## src/rtl/mem_arbiter.sv

```systemverilog
`timescale 1ns/1ps
// -----------------------------------------------------------------------------
// mem_arbiter
//   Shares one single-port, word-wide RAM between the core's instruction-fetch
//   port (I, read-only) and load/store port (D). Requests are granted
//   round-robin. Each granted access runs IDLE -> ISSUE -> RESP -> IDLE. The
//   byte address is translated to a word address, and the RAM has a one-cycle
//   read latency. In RESP the granted port gets a one-cycle ready pulse,
//   together with read data and an out-of-range error flag.
//
// Ports
//   CLK, RESETN        clock (posedge) and asynchronous active-low reset
//   i_req/i_addr       fetch request level and byte address
//   i_ready/i_rdata    fetch completion pulse and fetched word
//   i_err              with i_ready: fetch address outside the RAM
//   d_req/d_we/d_wmask/d_addr/d_wdata
//                      load/store request, store flag, byte enables,
//                      byte address and store data
//   d_ready/d_rdata    load/store completion pulse and loaded word
//   d_err              with d_ready: access address outside the RAM
//   mem_en/mem_we/mem_addr/mem_wdata/mem_rdata
//                      RAM interface (read data valid the cycle after mem_en)
//   busy               high whenever an access is in flight
// -----------------------------------------------------------------------------
module mem_arbiter #(
   parameter int ADDR_WIDTH = 8,
   parameter int DATA_WIDTH = 32
) (
   input  logic                      CLK,
   input  logic                      RESETN,
   input  logic                      i_req,
   input  logic [31:0]               i_addr,
   output logic                      i_ready,
   output logic [DATA_WIDTH-1:0]     i_rdata,
   output logic                      i_err,
   input  logic                      d_req,
   input  logic                      d_we,
   input  logic [DATA_WIDTH/8-1:0]   d_wmask,
   input  logic [31:0]               d_addr,
   input  logic [DATA_WIDTH-1:0]     d_wdata,
   output logic                      d_ready,
   output logic [DATA_WIDTH-1:0]     d_rdata,
   output logic                      d_err,
   output logic                      mem_en,
   output logic [DATA_WIDTH/8-1:0]   mem_we,
   output logic [ADDR_WIDTH-1:0]     mem_addr,
   output logic [DATA_WIDTH-1:0]     mem_wdata,
   input  logic [DATA_WIDTH-1:0]     mem_rdata,
   output logic                      busy
);

   localparam int MASK_WIDTH = DATA_WIDTH / 8;

   typedef enum logic [1:0] {
      ST_IDLE  = 2'd0,
      ST_ISSUE = 2'd1,
      ST_RESP  = 2'd2
   } state_t;

   state_t                  state_r, state_s;
   logic                    grant_d_r, grant_d_s;   // 1 = current access belongs to D
   logic                    last_d_r, last_d_s;     // 1 = most recent grant went to D
   logic                    we_r, we_s;             // current access is a store
   logic                    err_r, err_s;           // current access is out of range
   logic                    mem_en_r, mem_en_s;
   logic [MASK_WIDTH-1:0]   mem_we_r, mem_we_s;
   logic [ADDR_WIDTH-1:0]   mem_addr_r, mem_addr_s;
   logic [DATA_WIDTH-1:0]   mem_wdata_r, mem_wdata_s;
   logic                    i_ready_r, i_ready_s;
   logic                    d_ready_r, d_ready_s;
   logic                    i_err_r, i_err_s;
   logic                    d_err_r, d_err_s;
   logic                    busy_r, busy_s;

   logic                    pick_d_s;
   logic [31:0]             req_addr_s;
   logic                    oor_s;
   logic                    unused_s;

   // Round-robin choice: a lone requester wins; on a contest the port that
   // did not win last time goes first (last_d_r resets to D, so I wins first).
   assign pick_d_s   = d_req & (~i_req | ~last_d_r);
   assign req_addr_s = pick_d_s ? d_addr : i_addr;
   assign oor_s      = |req_addr_s[31:ADDR_WIDTH+2];
   // Byte-offset bits are deliberately dropped; alignment is handled upstream.
   assign unused_s   = ^req_addr_s[1:0];

   // Next-state and next-output computation for the access sequencer.
   always_comb begin
      state_s     = state_r;
      grant_d_s   = grant_d_r;
      last_d_s    = last_d_r;
      we_s        = we_r;
      err_s       = err_r;
      mem_en_s    = 1'b0;
      mem_we_s    = {MASK_WIDTH{1'b0}};
      mem_addr_s  = mem_addr_r;
      mem_wdata_s = mem_wdata_r;
      i_ready_s   = 1'b0;
      d_ready_s   = 1'b0;
      i_err_s     = 1'b0;
      d_err_s     = 1'b0;
      case (state_r)
         ST_IDLE: begin
            if (i_req || d_req) begin
               state_s    = ST_ISSUE;
               grant_d_s  = pick_d_s;
               last_d_s   = pick_d_s;
               we_s       = pick_d_s & d_we;
               err_s      = oor_s;
               mem_en_s   = ~oor_s;
               mem_addr_s = req_addr_s[ADDR_WIDTH+1:2];
               // I is read-only: only a D store in range may write.
               if (pick_d_s && d_we && !oor_s) begin
                  mem_we_s = d_wmask;
               end else begin
                  mem_we_s = {MASK_WIDTH{1'b0}};
               end
               if (pick_d_s) begin
                  mem_wdata_s = d_wdata;
               end else begin
                  mem_wdata_s = mem_wdata_r;
               end
            end else begin
               state_s = ST_IDLE;
            end
         end
         ST_ISSUE: begin
            state_s   = ST_RESP;
            i_ready_s = ~grant_d_r;
            d_ready_s = grant_d_r;
            i_err_s   = ~grant_d_r & err_r;
            d_err_s   = grant_d_r & err_r;
         end
         ST_RESP: begin
            state_s = ST_IDLE;
         end
         default: begin
            state_s = ST_IDLE;
         end
      endcase
      busy_s = (state_s != ST_IDLE);
   end

   // FSM state register.
   always_ff @(posedge CLK or negedge RESETN) begin
      if (!RESETN) begin
         state_r <= ST_IDLE;
      end else begin
         state_r <= state_s;
      end
   end

   // Access context and registered outputs.
   always_ff @(posedge CLK or negedge RESETN) begin
      if (!RESETN) begin
         grant_d_r   <= 1'b0;
         last_d_r    <= 1'b1;
         we_r        <= 1'b0;
         err_r       <= 1'b0;
         mem_en_r    <= 1'b0;
         mem_we_r    <= {MASK_WIDTH{1'b0}};
         mem_addr_r  <= {ADDR_WIDTH{1'b0}};
         mem_wdata_r <= {DATA_WIDTH{1'b0}};
         i_ready_r   <= 1'b0;
         d_ready_r   <= 1'b0;
         i_err_r     <= 1'b0;
         d_err_r     <= 1'b0;
         busy_r      <= 1'b0;
      end else begin
         grant_d_r   <= grant_d_s;
         last_d_r    <= last_d_s;
         we_r        <= we_s;
         err_r       <= err_s;
         mem_en_r    <= mem_en_s;
         mem_we_r    <= mem_we_s;
         mem_addr_r  <= mem_addr_s;
         mem_wdata_r <= mem_wdata_s;
         i_ready_r   <= i_ready_s;
         d_ready_r   <= d_ready_s;
         i_err_r     <= i_err_s;
         d_err_r     <= d_err_s;
         busy_r      <= busy_s;
      end
   end

   assign mem_en    = mem_en_r;
   assign mem_we    = mem_we_r;
   assign mem_addr  = mem_addr_r;
   assign mem_wdata = mem_wdata_r;
   assign i_ready   = i_ready_r;
   assign d_ready   = d_ready_r;
   assign i_err     = i_err_r;
   assign d_err     = d_err_r;
   assign busy      = busy_r;

   // Read data arrives from the RAM during RESP itself, so it is steered
   // straight through; it is forced to zero for stores, errors and idle ports.
   assign i_rdata = (i_ready_r && !err_r) ? mem_rdata : {DATA_WIDTH{1'b0}};
   assign d_rdata = (d_ready_r && !err_r && !we_r) ? mem_rdata : {DATA_WIDTH{1'b0}};

endmodule
```

## config.mk

```make
export PLATFORM = sky130hd
export DESIGN_NAME = mem_arbiter
export DESIGN_NICKNAME = d
export VERILOG_FILES = /design/src/rtl/mem_arbiter.sv
export SDC_FILE = /design/constraint.sdc
export NUM_CORES = 1
export LEC_CHECK = 0
export CAP_MARGIN = 20
export CORE_MARGIN = 2
export CORE_UTILIZATION = 28
export CTS_CLUSTER_DIAMETER = 80
export DETAILED_ROUTE_END_ITERATION = 12
export GPL_ROUTABILITY_DRIVEN = 0
export HOLD_SLACK_MARGIN = 0.06
export PLACE_DENSITY = 0.75
export SETUP_SLACK_MARGIN = 0.1
export SLEW_MARGIN = 0
export SYNTH_ARGS = -nofsm -noshare
export SYNTH_HDL_FRONTEND = slang
export SYNTH_SLANG_ARGS = --single-unit
```

## constraint.sdc

```tcl
create_clock -name CLK -period 1.9 [get_ports CLK]
set_input_delay 0.38 -clock CLK [delete_from_list [all_inputs] [get_ports CLK]]
set_output_delay 0.38 -clock CLK [all_outputs]
set_load 0.01 [all_outputs]
```

==> qor.yml <==
status: "finished, violations left"
failed_checks: "negative setup slack"
cp_cell_sequence: "buf_6, nor3b_4, buf_6, buf_16, and2_1, buf_2"
cap_viol_max_count: 0
routed_wire_length_per_instance_um: 15.1
holdWs_ns: 0.0662
critPathCaptureType: "output port"
vias: 2685
first_pass_iteration_count_of_the_detailed_router: 2
hold_buffers: 0
ys_ff_latch: 56
drt-total-wl_mm: 9.46
drc: 0
cts-root-to-sink-buffers: 2
rows: 35
fin_skew_ns: 0.00961
met2RoutedLength_mm: 5.27
p_int_mw: 3.94
synth-simple-area-share: 0.247
holdCritPathClass: "in -> async"
synth_adder_area_share: 0
cp.required_ns: 1.52
drv_slew: 0
number_of_synthesis_warnings: 0
filler_cell_count: 816
pre_cts_ws_ns: -0.176
critical_path.max_fanout: 16
min_period_ns: 1.94
cts_root_buf: "sky130_fd_sc_hd__clkbuf_8"
die_h_um: 102
grt_start_max_net_pins: 57
cts_tree: "done"
post_synth_inst_count: 236
period_share: 1.02
p_sw_frac: 0.325
place.detailed.hpwl_mm: 7.25
maxUsedRoutingLayer: "met4"
setup_viol: 42
pwr-share-comb: 0.541
final_net_count: 634
synth-xor-area-share: 0
drt-met1-wl_mm: 3.28
initial_util: 0.290
io-pin-count: 251
wl_met3_um: 839
grt_setup_unrepaired: "yes"
vias_per_cell: 4.28
syn_nets: 373
cts_max_level: 2
clock_power_share: 0.113
critical-path-slowest-cell: "sky130_fd_sc_hd__dfrtp_2"
synth_compound_area_frac: 0.0374
syn-cell-area_sq_mm: 0.00268
cts_made_buffers: 5
yosys-mux-area-fraction: 0.165
fmax_mhz: 515
setup_ws_ns: -0.0415
total_power_mw: 5.84
die_area_sq_mm: 0.0104
drt.antenna.violating_nets: 0
arrival_ns: 1.56
synth.distinct_cells: 30
share_of_post_route_cells_with_drive_strength_above_1: 0.241
crit_path_start_kind: "flop"
max_stage_delay_on_crit_path_ns: 0.42
p_sw_mw: 1.90
seq_total_area_yosys: 0.524
critPathMostFrequentCell: "sky130_fd_sc_hd__buf_6"
dr.first_iter.drc_count: 38
hold_viol: 0
pwr-share-seq: 0.346
worst-slew-pin-transition_ns: 0.353
chipWidth_um: 102
numPortBuffers: 246
antenna_found_initial: 0
synth_top_family_by_area: "simple AND/OR/NAND/NOR gates"
antenna-diode-count: 0
avg_cell_area_syn_sq_um: 11.3
first_global_vias: 2722
grt_pass1_wl_mm: 13.9
pwr_density_cell_mw_per_mm2: 1060
worst_slew_margin_rel: 0.763
grt-ovfl-total: 0
cts.reportedPaths.clkPinSlew_ns: 0.09
core-area_sq_mm: 0.00924
numClockSinks: 56
power.static_leakage_nw: 2.48
worst_ir_drop_vdd_mv: 0.670
globalRouteTotalUtil: 0.170
layout-area-overhead-vs-synth_pct: 105
worstSkewPairLatency_ns: 0.30
criticalPathCategory: "reg -> out"
==> state kept, by name, summed over array words and instances (netlist names) <==
name	flops
state_r	2
d_err	1
we_r	1
mem_en	1
busy	1
d_ready	1
mem_we	4
last_d_r	1
grant_d_r	1
i_err	1
mem_wdata	32
i_ready	1
err_r	1
mem_addr	8
==> final cells by class <==
cell class	instances	area (sq um)	area share
multi-input cells	162	1280	0.234
flip-flops and latches	56	1400	0.256
well taps	129	161	0.0294
inverters	6	22.5	0.00411
repair buffers	266	2520	0.460
clock buffers	8	90.1	0.0164
==> cells by family after synthesis <==
| family | Yosys count |
|---|---|
| compound gates | 16 |
| mux | 40 |
| buf+inv | 18 |
| flops | 56 |
| simple gates | 106 |
==> power by group through the flow <==
stage	registers, mW	clock network [mW]	logic [mW]
after floorplan	2.24	0	0.940
after global placement	2.01	0	2.99
after detailed placement	2.04	0	3.03
after CTS	2.03	0.691	3.06
after global routing	2.09	0.739	3.39
final	2.02	0.661	3.16
==> cells in the mapped netlist <==
master | number | area (sq um)
sky130_fd_sc_hd__a211oi_1 | 4 | 30.0
sky130_fd_sc_hd__a21boi_2 | 1 | 11.3
sky130_fd_sc_hd__a21oi_1 | 1 | 5.00
sky130_fd_sc_hd__a31o_1 | 1 | 8.76
sky130_fd_sc_hd__and2_1 | 67 | 419
sky130_fd_sc_hd__and3_1 | 1 | 6.26
sky130_fd_sc_hd__and4_1 | 1 | 8.76
sky130_fd_sc_hd__buf_2 | 4 | 20.0
sky130_fd_sc_hd__clkbuf_1 | 8 | 30.0
sky130_fd_sc_hd__dfrtp_1 | 55 | 1380
sky130_fd_sc_hd__dfstp_2 | 1 | 26.3
sky130_fd_sc_hd__inv_1 | 4 | 15.0
sky130_fd_sc_hd__inv_2 | 2 | 7.51
sky130_fd_sc_hd__mux2_1 | 32 | 360
sky130_fd_sc_hd__mux2i_1 | 8 | 80.1
sky130_fd_sc_hd__nand2_1 | 16 | 60.1
sky130_fd_sc_hd__nand2b_1 | 1 | 6.26
sky130_fd_sc_hd__nand3_1 | 1 | 5.00
sky130_fd_sc_hd__nand4_1 | 1 | 6.26
sky130_fd_sc_hd__nand4_2 | 1 | 12.5
sky130_fd_sc_hd__nor2_1 | 3 | 11.3
sky130_fd_sc_hd__nor2b_1 | 1 | 6.26
sky130_fd_sc_hd__nor3_2 | 2 | 20.0
sky130_fd_sc_hd__nor3b_1 | 1 | 7.51
sky130_fd_sc_hd__nor4_1 | 5 | 31.3
sky130_fd_sc_hd__nor4_2 | 1 | 12.5
sky130_fd_sc_hd__nor4_4 | 1 | 21.3
sky130_fd_sc_hd__o21ai_1 | 9 | 45.0
sky130_fd_sc_hd__or4_1 | 2 | 15.0
sky130_fd_sc_hd__or4_4 | 1 | 11.3
==> path summary, 6_finish.rpt <==
path | startpoint | slack, ns | cells after the start | to
min in group CLK | last_d_r | 0.48 | 2 | last_d_r
min reg2reg | last_d_r | 0.48 | 2 | last_d_r
min | RESETN | 0.07 | 2 | mem_wdata[11]
max in group asynchronous | RESETN | 1.53 | 2 | last_d_r
max reg2reg | last_d_r | 0.41 | 5 | err_r
max | err_r | -0.04 | 6 | d_rdata[27]
==> worst max-delay path: cells and delay by family, from the launching register on <==
| kind | cells | cell delay, ns |
|---|---|---|
| and+or+nand+nor | 2 | 0.34 |
| DFF | 1 | 0.42 |
| buffers and inverters | 4 | 0.50 |
==> what timing repair did <==
action | 4_1_cts | 5_1_grt
hold endpoints to repair | 0 | 0
pin swaps | 1 | 3
setup endpoints to repair | 64 | 69
resized for setup | 269 | 33
buffers inserted | 5 | 3
cloned | 2 | 2
==> metrics by stage <==
step	cells	utilization	cell area (sq um)	setup TNS, ns
after global placement	608	0.581	5370	-0.827
after CTS	623	0.570	5270	-1.38
after detailed placement	608	0.581	5370	-1.55
final	627	0.593	5480	-1.08
after floorplan	236	-	2680	0
after global routing	627	0.593	5480	-6.25
==> cell usage in the layout (no fill, tap or decap), types with 5 or more instances in the layout <==
master	count
sky130_fd_sc_hd__mux2_1	32
sky130_fd_sc_hd__clkdlybuf4s50_1	181
sky130_fd_sc_hd__buf_6	20
sky130_fd_sc_hd__buf_2	49
sky130_fd_sc_hd__nor4_1	5
sky130_fd_sc_hd__clkbuf_8	6
sky130_fd_sc_hd__mux2i_1	8
sky130_fd_sc_hd__dfrtp_1	54
sky130_fd_sc_hd__and2_1	55
sky130_fd_sc_hd__buf_4	8
sky130_fd_sc_hd__and2_4	12
sky130_fd_sc_hd__buf_12	5
sky130_fd_sc_hd__nand2_1	16
sky130_fd_sc_hd__o21ai_1	9
==> metal layers <==
layer  vias up  track usage
li1       1308            -
met1      1248        0.193
met2       121        0.322
met3         8       0.0421
met4         0       0.0322
met5         -            0
Note: power is estimated with default switching activity, not from simulation.
